**src/rtl/ifu_pkg.sv**
```systemverilog
// Shared opcode/funct constants, ALU codes, state and next-PC class encodings
// for the instruction fetch unit and its decoder.
package ifu_pkg;

    localparam logic [5:0] OP_RTYPE = 6'h00;
    localparam logic [5:0] OP_J     = 6'h02;
    localparam logic [5:0] OP_JAL   = 6'h03;
    localparam logic [5:0] OP_BEQ   = 6'h04;
    localparam logic [5:0] OP_BNE   = 6'h05;
    localparam logic [5:0] OP_ADDI  = 6'h08;
    localparam logic [5:0] OP_XORI  = 6'h0e;
    localparam logic [5:0] OP_LW    = 6'h23;
    localparam logic [5:0] OP_SW    = 6'h2b;

    localparam logic [5:0] FN_JR    = 6'h08;
    localparam logic [5:0] FN_ADD   = 6'h20;
    localparam logic [5:0] FN_SUB   = 6'h22;
    localparam logic [5:0] FN_SLT   = 6'h2a;

    typedef enum logic [2:0] {
        ALU_ADD  = 3'd0,
        ALU_SUB  = 3'd1,
        ALU_XOR  = 3'd2,
        ALU_SLT  = 3'd3,
        ALU_AND  = 3'd4,
        ALU_NAND = 3'd5,
        ALU_NOR  = 3'd6,
        ALU_OR   = 3'd7
    } alu_op_e;

    typedef enum logic {
        ST_RUN  = 1'b0,
        ST_HALT = 1'b1
    } state_e;

    // How the next PC is formed for a legal instruction.
    typedef enum logic [2:0] {
        IC_SEQ  = 3'd0,
        IC_BEQ  = 3'd1,
        IC_BNE  = 3'd2,
        IC_JUMP = 3'd3,
        IC_JR   = 3'd4
    } iclass_e;

    typedef struct packed {
        logic    reg_wr;
        logic    reg_dst;
        logic    alu_src;
        alu_op_e alu;
        logic    mem_wr;
        logic    mem_to_reg;
        logic    jl;
    } ctrl_t;

    function automatic logic [31:0] branch_offset(input logic [15:0] imm);
        return {{14{imm[15]}}, imm, 2'b00};
    endfunction

endpackage

```
**src/rtl/instruction_decoder.sv**
```systemverilog
// Purely combinational decode of one instruction word into datapath controls,
// a legality flag and the next-PC class.
module instruction_decoder
    import ifu_pkg::*;
(
    input  logic [31:0] instr,
    output ctrl_t       ctrl,
    output logic        legal,
    output iclass_e     iclass
);

    logic [5:0] opcode;
    logic [5:0] funct;

    assign opcode = instr[31:26];
    assign funct  = instr[5:0];

    always_comb begin
        ctrl   = '0;
        legal  = 1'b0;
        iclass = IC_SEQ;
        if (instr == 32'h0) begin
            legal = 1'b1;
        end else begin
            case (opcode)
                OP_RTYPE: begin
                    case (funct)
                        FN_ADD, FN_SUB, FN_SLT: begin
                            legal        = 1'b1;
                            ctrl.reg_wr  = 1'b1;
                            ctrl.reg_dst = 1'b1;
                            ctrl.alu_src = 1'b1;
                            ctrl.alu     = (funct == FN_ADD) ? ALU_ADD :
                                           (funct == FN_SUB) ? ALU_SUB : ALU_SLT;
                        end
                        FN_JR: begin
                            legal  = 1'b1;
                            iclass = IC_JR;
                        end
                        default: legal = 1'b0;
                    endcase
                end
                OP_ADDI, OP_XORI: begin
                    legal       = 1'b1;
                    ctrl.reg_wr = 1'b1;
                    ctrl.alu    = (opcode == OP_XORI) ? ALU_XOR : ALU_ADD;
                end
                OP_LW: begin
                    legal           = 1'b1;
                    ctrl.reg_wr     = 1'b1;
                    ctrl.mem_to_reg = 1'b1;
                end
                OP_SW: begin
                    legal       = 1'b1;
                    ctrl.mem_wr = 1'b1;
                end
                OP_BEQ, OP_BNE: begin
                    legal        = 1'b1;
                    ctrl.alu_src = 1'b1;
                    ctrl.alu     = ALU_SUB;
                    iclass       = (opcode == OP_BEQ) ? IC_BEQ : IC_BNE;
                end
                OP_J: begin
                    legal  = 1'b1;
                    iclass = IC_JUMP;
                end
                OP_JAL: begin
                    legal       = 1'b1;
                    ctrl.reg_wr = 1'b1;
                    ctrl.jl     = 1'b1;
                    iclass      = IC_JUMP;
                end
                default: legal = 1'b0;
            endcase
        end
    end

endmodule

```
**src/rtl/instruction_fetch_unit.sv**
```systemverilog
// Fetch/decode stage: PC register, RUN/HALT control, next-PC selection and
// write-enable gating. Optional retired-instruction counter via IFU_RETIRE_COUNT_EN.
module instruction_fetch_unit
    import ifu_pkg::*;
#(
    parameter logic [31:0] RESET_PC = 32'h0000_0000
) (
    input  logic        clk,
    input  logic        reset,
    output logic [31:0] imem_addr,
    input  logic [31:0] imem_data,
    input  logic        imem_valid,
    input  logic        zero,
    input  logic [31:0] jRrs,
    output logic [4:0]  rs,
    output logic [4:0]  rt,
    output logic [4:0]  rd,
    output logic [15:0] imm16,
    output logic        RegWr,
    output logic        RegDst,
    output logic        ALUSrc,
    output logic [2:0]  ALUCntrl,
    output logic        MemWr,
    output logic        MemToReg,
    output logic        jl,
    output logic [31:0] pcStore,
`ifdef IFU_RETIRE_COUNT_EN
    output logic [31:0] retired_count,
`endif
    output logic        halted
);

    logic [31:0] pc_q, pc_d;
    state_e      state_q, state_d;
    ctrl_t       ctrl;
    logic        legal;
    iclass_e     iclass;
    logic        active;
    logic        retire;
    logic [31:0] pc_plus4;
    logic [31:0] pc_target;

    instruction_decoder u_decoder (
        .instr  (imem_data),
        .ctrl   (ctrl),
        .legal  (legal),
        .iclass (iclass)
    );

    assign rs    = imem_data[25:21];
    assign rt    = imem_data[20:16];
    assign rd    = imem_data[15:11];
    assign imm16 = imem_data[15:0];

    // Only a valid word seen in RUN outside reset may commit anything.
    assign active = (state_q == ST_RUN) && imem_valid && !reset;
    assign retire = active && legal;

    assign imem_addr = pc_q;
    assign pc_plus4  = pc_q + 32'd4;
    assign pcStore   = pc_plus4;
    assign halted    = (state_q == ST_HALT);

    assign RegWr    = ctrl.reg_wr & retire;
    assign MemWr    = ctrl.mem_wr & retire;
    assign RegDst   = ctrl.reg_dst;
    assign ALUSrc   = ctrl.alu_src;
    assign ALUCntrl = ctrl.alu;
    assign MemToReg = ctrl.mem_to_reg;
    assign jl       = ctrl.jl;

    always_comb begin
        pc_target = pc_plus4;
        case (iclass)
            IC_BEQ:  if (zero)  pc_target = pc_plus4 + branch_offset(imem_data[15:0]);
            IC_BNE:  if (!zero) pc_target = pc_plus4 + branch_offset(imem_data[15:0]);
            IC_JUMP: pc_target = {pc_plus4[31:28], imem_data[25:0], 2'b00};
            IC_JR:   pc_target = jRrs;
            default: pc_target = pc_plus4;
        endcase
    end

    always_comb begin
        pc_d    = pc_q;
        state_d = state_q;
        if (active) begin
            if (legal) begin
                pc_d = pc_target;
            end else begin
                state_d = ST_HALT;
            end
        end
    end

    always_ff @(posedge clk) begin
        if (reset) begin
            pc_q    <= RESET_PC;
            state_q <= ST_RUN;
        end else begin
            pc_q    <= pc_d;
            state_q <= state_d;
        end
    end

`ifdef IFU_RETIRE_COUNT_EN
    logic [31:0] retired_count_q, retired_count_d;

    assign retired_count_d = retire ? retired_count_q + 32'd1 : retired_count_q;
    assign retired_count   = retired_count_q;

    always_ff @(posedge clk) begin
        if (reset) begin
            retired_count_q <= 32'd0;
        end else begin
            retired_count_q <= retired_count_d;
        end
    end
`endif

endmodule

```
**config.mk**
```make
export PLATFORM = sky130hd
export DESIGN_NAME = instruction_fetch_unit
export DESIGN_NICKNAME = d
export VERILOG_FILES = /design/src/rtl/ifu_pkg.sv /design/src/rtl/instruction_decoder.sv /design/src/rtl/instruction_fetch_unit.sv
export SDC_FILE = /design/constraint.sdc
export NUM_CORES = 1
export LEC_CHECK = 0
export CORE_ASPECT_RATIO = 1.5
export CORE_UTILIZATION = 40
export DETAILED_ROUTE_END_ITERATION = 8
export PLACE_DENSITY_LB_ADDON = 0.12
export SLEW_MARGIN = 20
export SYNTH_ARGS = -nofsm -noshare
export SYNTH_HDL_FRONTEND = slang
export SYNTH_SLANG_ARGS = --single-unit
```
**constraint.sdc**
```tcl
create_clock -name clk -period 4.61 [get_ports clk]
set_input_delay 1.1525 -clock clk [delete_from_list [all_inputs] [get_ports clk]]
set_output_delay 1.1525 -clock clk [all_outputs]
set_load 0.03 [all_outputs]
```
After elaboration in Yosys (flattened, before gate mapping). Cells that the tools add are included.

Register bits after elaboration: 33. Bits of input ports: 68. Output and inout bits: 105. Word-level logic and storage cells: 61.

Add/sub/neg operators: 2. Equality and inequality tests: 16. Muxes and demuxes: 22. Bitwise gates (word level): 4. Reduce and logical (&&, ||, !) cells: 15.

Operators with widths (count): $pmux W32 S4 (1); $mux W32 (2); $add A32 B3 Y32 const B (1); $add A32 B32 Y32 (1); $logic_not A32 Y1 (1); $eq A6 B6 Y1 const B (5); $eq A6 B4 Y1 const B (3); $pmux W3 S3 (2); $eq A6 B2 Y1 const B (2); $eq A6 B3 Y1 const B (2); $mux W3 (3); $mux W9 (1); $reduce_or A4 Y1 (2); $reduce_or A8 Y1 (1); $eq A3 B2 Y1 const B (2); $logic_not A6 Y1 (1); $mux W1 (6); $mux W2 (3); $mux W6 (1); $pmux W1 S2 (3); $reduce_or A2 Y1 (3); $reduce_and A2 Y1 (2); $eq A3 B1 Y1 const B (1); $eq A3 B3 Y1 const B (1); other kinds (5) (9).

Depth between registers and ports, before layout.
Depth in word-level cells: 7. Depth in mapped cells: 15.

By module. From an unflattened synthesis, not the netlist that was laid out.

Cell total of the unflattened synthesis: 645. Area, all modules: 4724.5 sq um.

By module, submodules not included: instruction_fetch_unit (instances 1, cells an instance 589, area an instance 4361.7 sq um, sequential area each 660.6 sq um); instruction_decoder (instances 1, cells an instance 56, area an instance 362.8 sq um, sequential area each 0.0 sq um).

Worst setup path after synthesis. OpenSTA, ideal clock, no wires.

Kind: input to output. Start: input port imem_data[28]. End: output port MemWr. Arrival time: 3510 ps. Data required time: 3458 ps. Setup slack: -53 ps. Stages on the path: 9. Path buffers: 3. Cells stage by stage: buf_4 -> nor4_4 -> nor4b_2 -> and2_2 -> o21ai_2 -> a21o_1 -> buf_6 -> clkbuf_1 -> nor4_1.

Word-level cells in the longest chain between the ends: 6. Elaborated cells between the ends (all ways): 17.

RTL lines: from (decl) (line instruction_fetch_unit.sv:11) `input logic [31:0] imem_data,`; $eq A6 B2 Y1 (tied with other cells) (line instruction_decoder.sv:25) `case (opcode)`; $reduce_or A8 Y1 (no line); $pmux W1 S2 (line instruction_decoder.sv:25); $mux W1 (line instruction_decoder.sv:22) `if (instr == 32'h0) begin`; $logic_and A1 B1 Y1 (line instruction_fetch_unit.sv:57) `assign retire = active && legal;`; $and A1 B1 Y1 (*) (line instruction_fetch_unit.sv:65) `assign MemWr = ctrl.mem_wr & retire;`; to (decl) (line instruction_fetch_unit.sv:23) `output logic MemWr,`.

Mark *: on every way between the ends. The rest lies on a longest branch, timed or not.

Final worst setup path.
Start: input port imem_data[17]. End: output port RegWr.

Word-level cells in the longest chain between the ends: 4. Elaborated cells between the ends (all ways): 5.

RTL lines: $logic_not A32 Y1 (*) (line instruction_decoder.sv:22); $mux W1 (line instruction_decoder.sv:22); $logic_and A1 B1 Y1 (line instruction_fetch_unit.sv:57); $and A1 B1 Y1 (*) (line instruction_fetch_unit.sv:64) `assign RegWr = ctrl.reg_wr & retire;`; to (decl) (line instruction_fetch_unit.sv:19) `output logic RegWr,`.

Marks and branches as above.

==> qor.txt <==
Met1 global-route usage: 0.326
Crit path arrival time: 3.33 ns
Ys async rst share: 0
Congestion Overflow GR: 0
EDFF count, synth: 0
Rows: 47
Area growth, synth to finish: 43.9%
Min Tclk post-route: 4.48 ns
Fill cells: 1,036
Worst-Skew Late Latency: 0.29 ns
Vias in the first global route: 5,604
Synthesized area per cell: 7.42 um2
Most Crowded Layer GR: met2
Post-synth cell types: 70
GRT Util Overall: 0.303
Largest net degree at the start of global routing: 33
Gate Count Post-Synth: 617
IO buf count: 171
Drt wl/cell: 19.6 um
DP Wirelength: 13,700 um
CTS H-tree lvls: 2
CTS tree: built
Post-Route WL: 18,000 um
Hold-fix buffers, CTS: 0
Core area: 11,100 um2
Worst Tran Pin Value: 0.796 ns
Setup TNS: 0 ns
Initial drt markers: 373
Clock Skew: 0.00606 ns
GR Util met2: 0.538
Clock tree buffer depth: 2
Min-delay worst type: reg2reg
Run status: complete, no violations
Gpl congestion: 0.960
First-pass GRT wire length: 27,800 um
Number of max-cap violations: 0
Final-report hold violation count: 0
Most numerous cell in the Yosys netlist: nand2_1
Syn. warnings: 0
Met3 usage: 0.0505
Die H: 133 um
Worst setup SP type: input pin
Clock root cell: clkbuf_16
Highest clock rate: 223 MHz
Pleak: 2.57 nW
Die Wd: 89.4 um
Area contributors post-synth: dfxtp_1, ha_1, xnor2_1
Power density over cell area: 162 nW/um2
IO Count: 173
Dominant synthesized flop cell: dfxtp_1
CP max FO: 3
ANT nets after route: 0
Vias: 5,603
Largest area contributor in the netlist: dfxtp_1
Vias/cell: 6.10
Die area: 11,900 um2
Share of post-route cells with drive strength above 1: 0.0972
Yosys top cell area share: 0.144
WHS: 0.516 ns
Initial core utilization: 0.412
Register bit count reported by yosys: 33
Unrepaired setup endpoints after global routing: no
Max-slew violation count: 0
Rel. slew slack: 0.469
# setup viols final: 0
Net count of the mapped netlist: 722
CTS clk-pin slew, worst paths: 0.06 ns
Crit path kind: in2out
Final period utilization: 0.972
VDD IR max: 0.141 mV
Initial antenna violation count: 0
DRT Pass-1 Iters: 8
Antenna fix cells: 0
Nets: 876
Worst Setup End Kind: output pin
Post-Syn Area: 4580 um2
Required time of the critical path: 3.46 ns
Sequential share of the synthesized area: 0.144
Remaining DRCs: 0
Sinks on Clock Net: 33
Clock buffer count from CTS: 5
Top cells by count, synth: nand2_1, a21oi_1, o21ai_0, nor2_1, xnor2_1
what timing repair did:
action | CTS | global route
resized for setup | 0 | 2
setup endpoints to repair | 0 | 2
setup buffers | 0 | 0
hold endpoints to repair | 0 | 0
metal layers:
layer  wire length (um)  part of all wire
met1               6610              0.37
met4                975             0.054
met2               9090              0.51
met5                  0                 0
met3               1300             0.072
through the flow:
step / area, um2 / power (mW) / cells / utilization / setup slack [ns]
after floorplan: 4590 / 0.503 / 617 / - / 0.138
after global placement: 6410 / 0.651 / 911 / 0.576 / 0.0765
after detailed placement: 6410 / 0.655 / 911 / 0.576 / 0.0633
after CTS: 6580 / 1.07 / 919 / 0.592 / 0.0487
after global routing: 6590 / 1.11 / 919 / 0.593 / 0.0558
final: 6590 / 1.07 / 919 / 0.593 / 0.129
logic make-up after synthesis:
family / synth area share
AND/OR/NAND/NOR: 0.241
flip-flops: 0.144
AO/OA/AOI/OAI: 0.309
adder cells (fa/ha/maj): 0.103
multiplexers: 0.00656
XOR/XNOR: 0.0880
buffers and inverters: 0.108
other: 0.000819
placed cells by master, fill, tap and decap left out, types with 3 or more instances in the layout:
cell	synthesis	routed
a211o_1	5	5
a211oi_1	5	5
a21boi_0	3	3
a21o_1	16	16
a21oi_1	46	46
a222oi_1	23	23
a22oi_1	4	4
a311oi_1	6	6
a31oi_1	15	15
and2_1	5	5
and3_1	13	13
buf_4	35	48
clkbuf_16	0	5
clkdlybuf4s50_1	0	168
dfxtp_1	33	33
ha_1	36	36
inv_1	17	17
mux2i_1	3	3
nand2_1	47	47
nand2b_1	4	4
nand3_1	25	25
nand3b_1	6	6
nand4_1	20	20
nor2_1	38	38
nor2b_1	6	5
nor3_1	17	16
nor3b_1	5	5
nor4_1	6	4
nor4_2	1	3
o211a_1	3	3
o211ai_1	3	3
o21a_1	6	6
o21ai_0	40	40
o21bai_1	3	3
or3_1	3	3
xnor2_1	38	38
xor2_1	8	8
registers in the layout (all words and copies together), names as in the netlist:
register / flops
halted: 1
imem_addr: 32
worst paths after layout:
path / startpoint / end / slack [ns] / cells past startpoint
setup / recovery: imem_data[17] / RegWr / 0.13 / 9
hold / removal: halted / halted / 0.52 / 2
setup reg to reg: imem_addr[4] / imem_addr[29] / 0.54 / 14
hold reg to reg: halted / halted / 0.52 / 2
power breakdown:
part           total, mW  internal (mW)  leakage [nW]  switching, mW
Sequential         0.298          0.291         0.267        0.00767
Clock              0.415          0.271        0.0841          0.144
Combinational      0.355          0.165          2.22          0.190
worst max-delay path, cell delays in order:
cell and delay, ns:
clkdlybuf4s50_1 0.52, nor4_1 0.37, nand4_1 0.21, nor4_2 0.18, buf_4 0.18, o21ai_2 0.06, a21o_1 0.22, nor3b_1 0.23
buf_4 0.20
final cells by class:
cell class | count | area [um2] | area share
multi-input cells | 498 | 3470 | 0.526
clock buffers | 7 | 143 | 0.0216
well taps | 147 | 184 | 0.0279
inverters | 17 | 63.8 | 0.00968
clock inverters | 1 | 30.0 | 0.00456
flip-flops and latches | 33 | 661 | 0.100
repair buffers | 216 | 2040 | 0.310
Power figures use the tool's default switching activity.
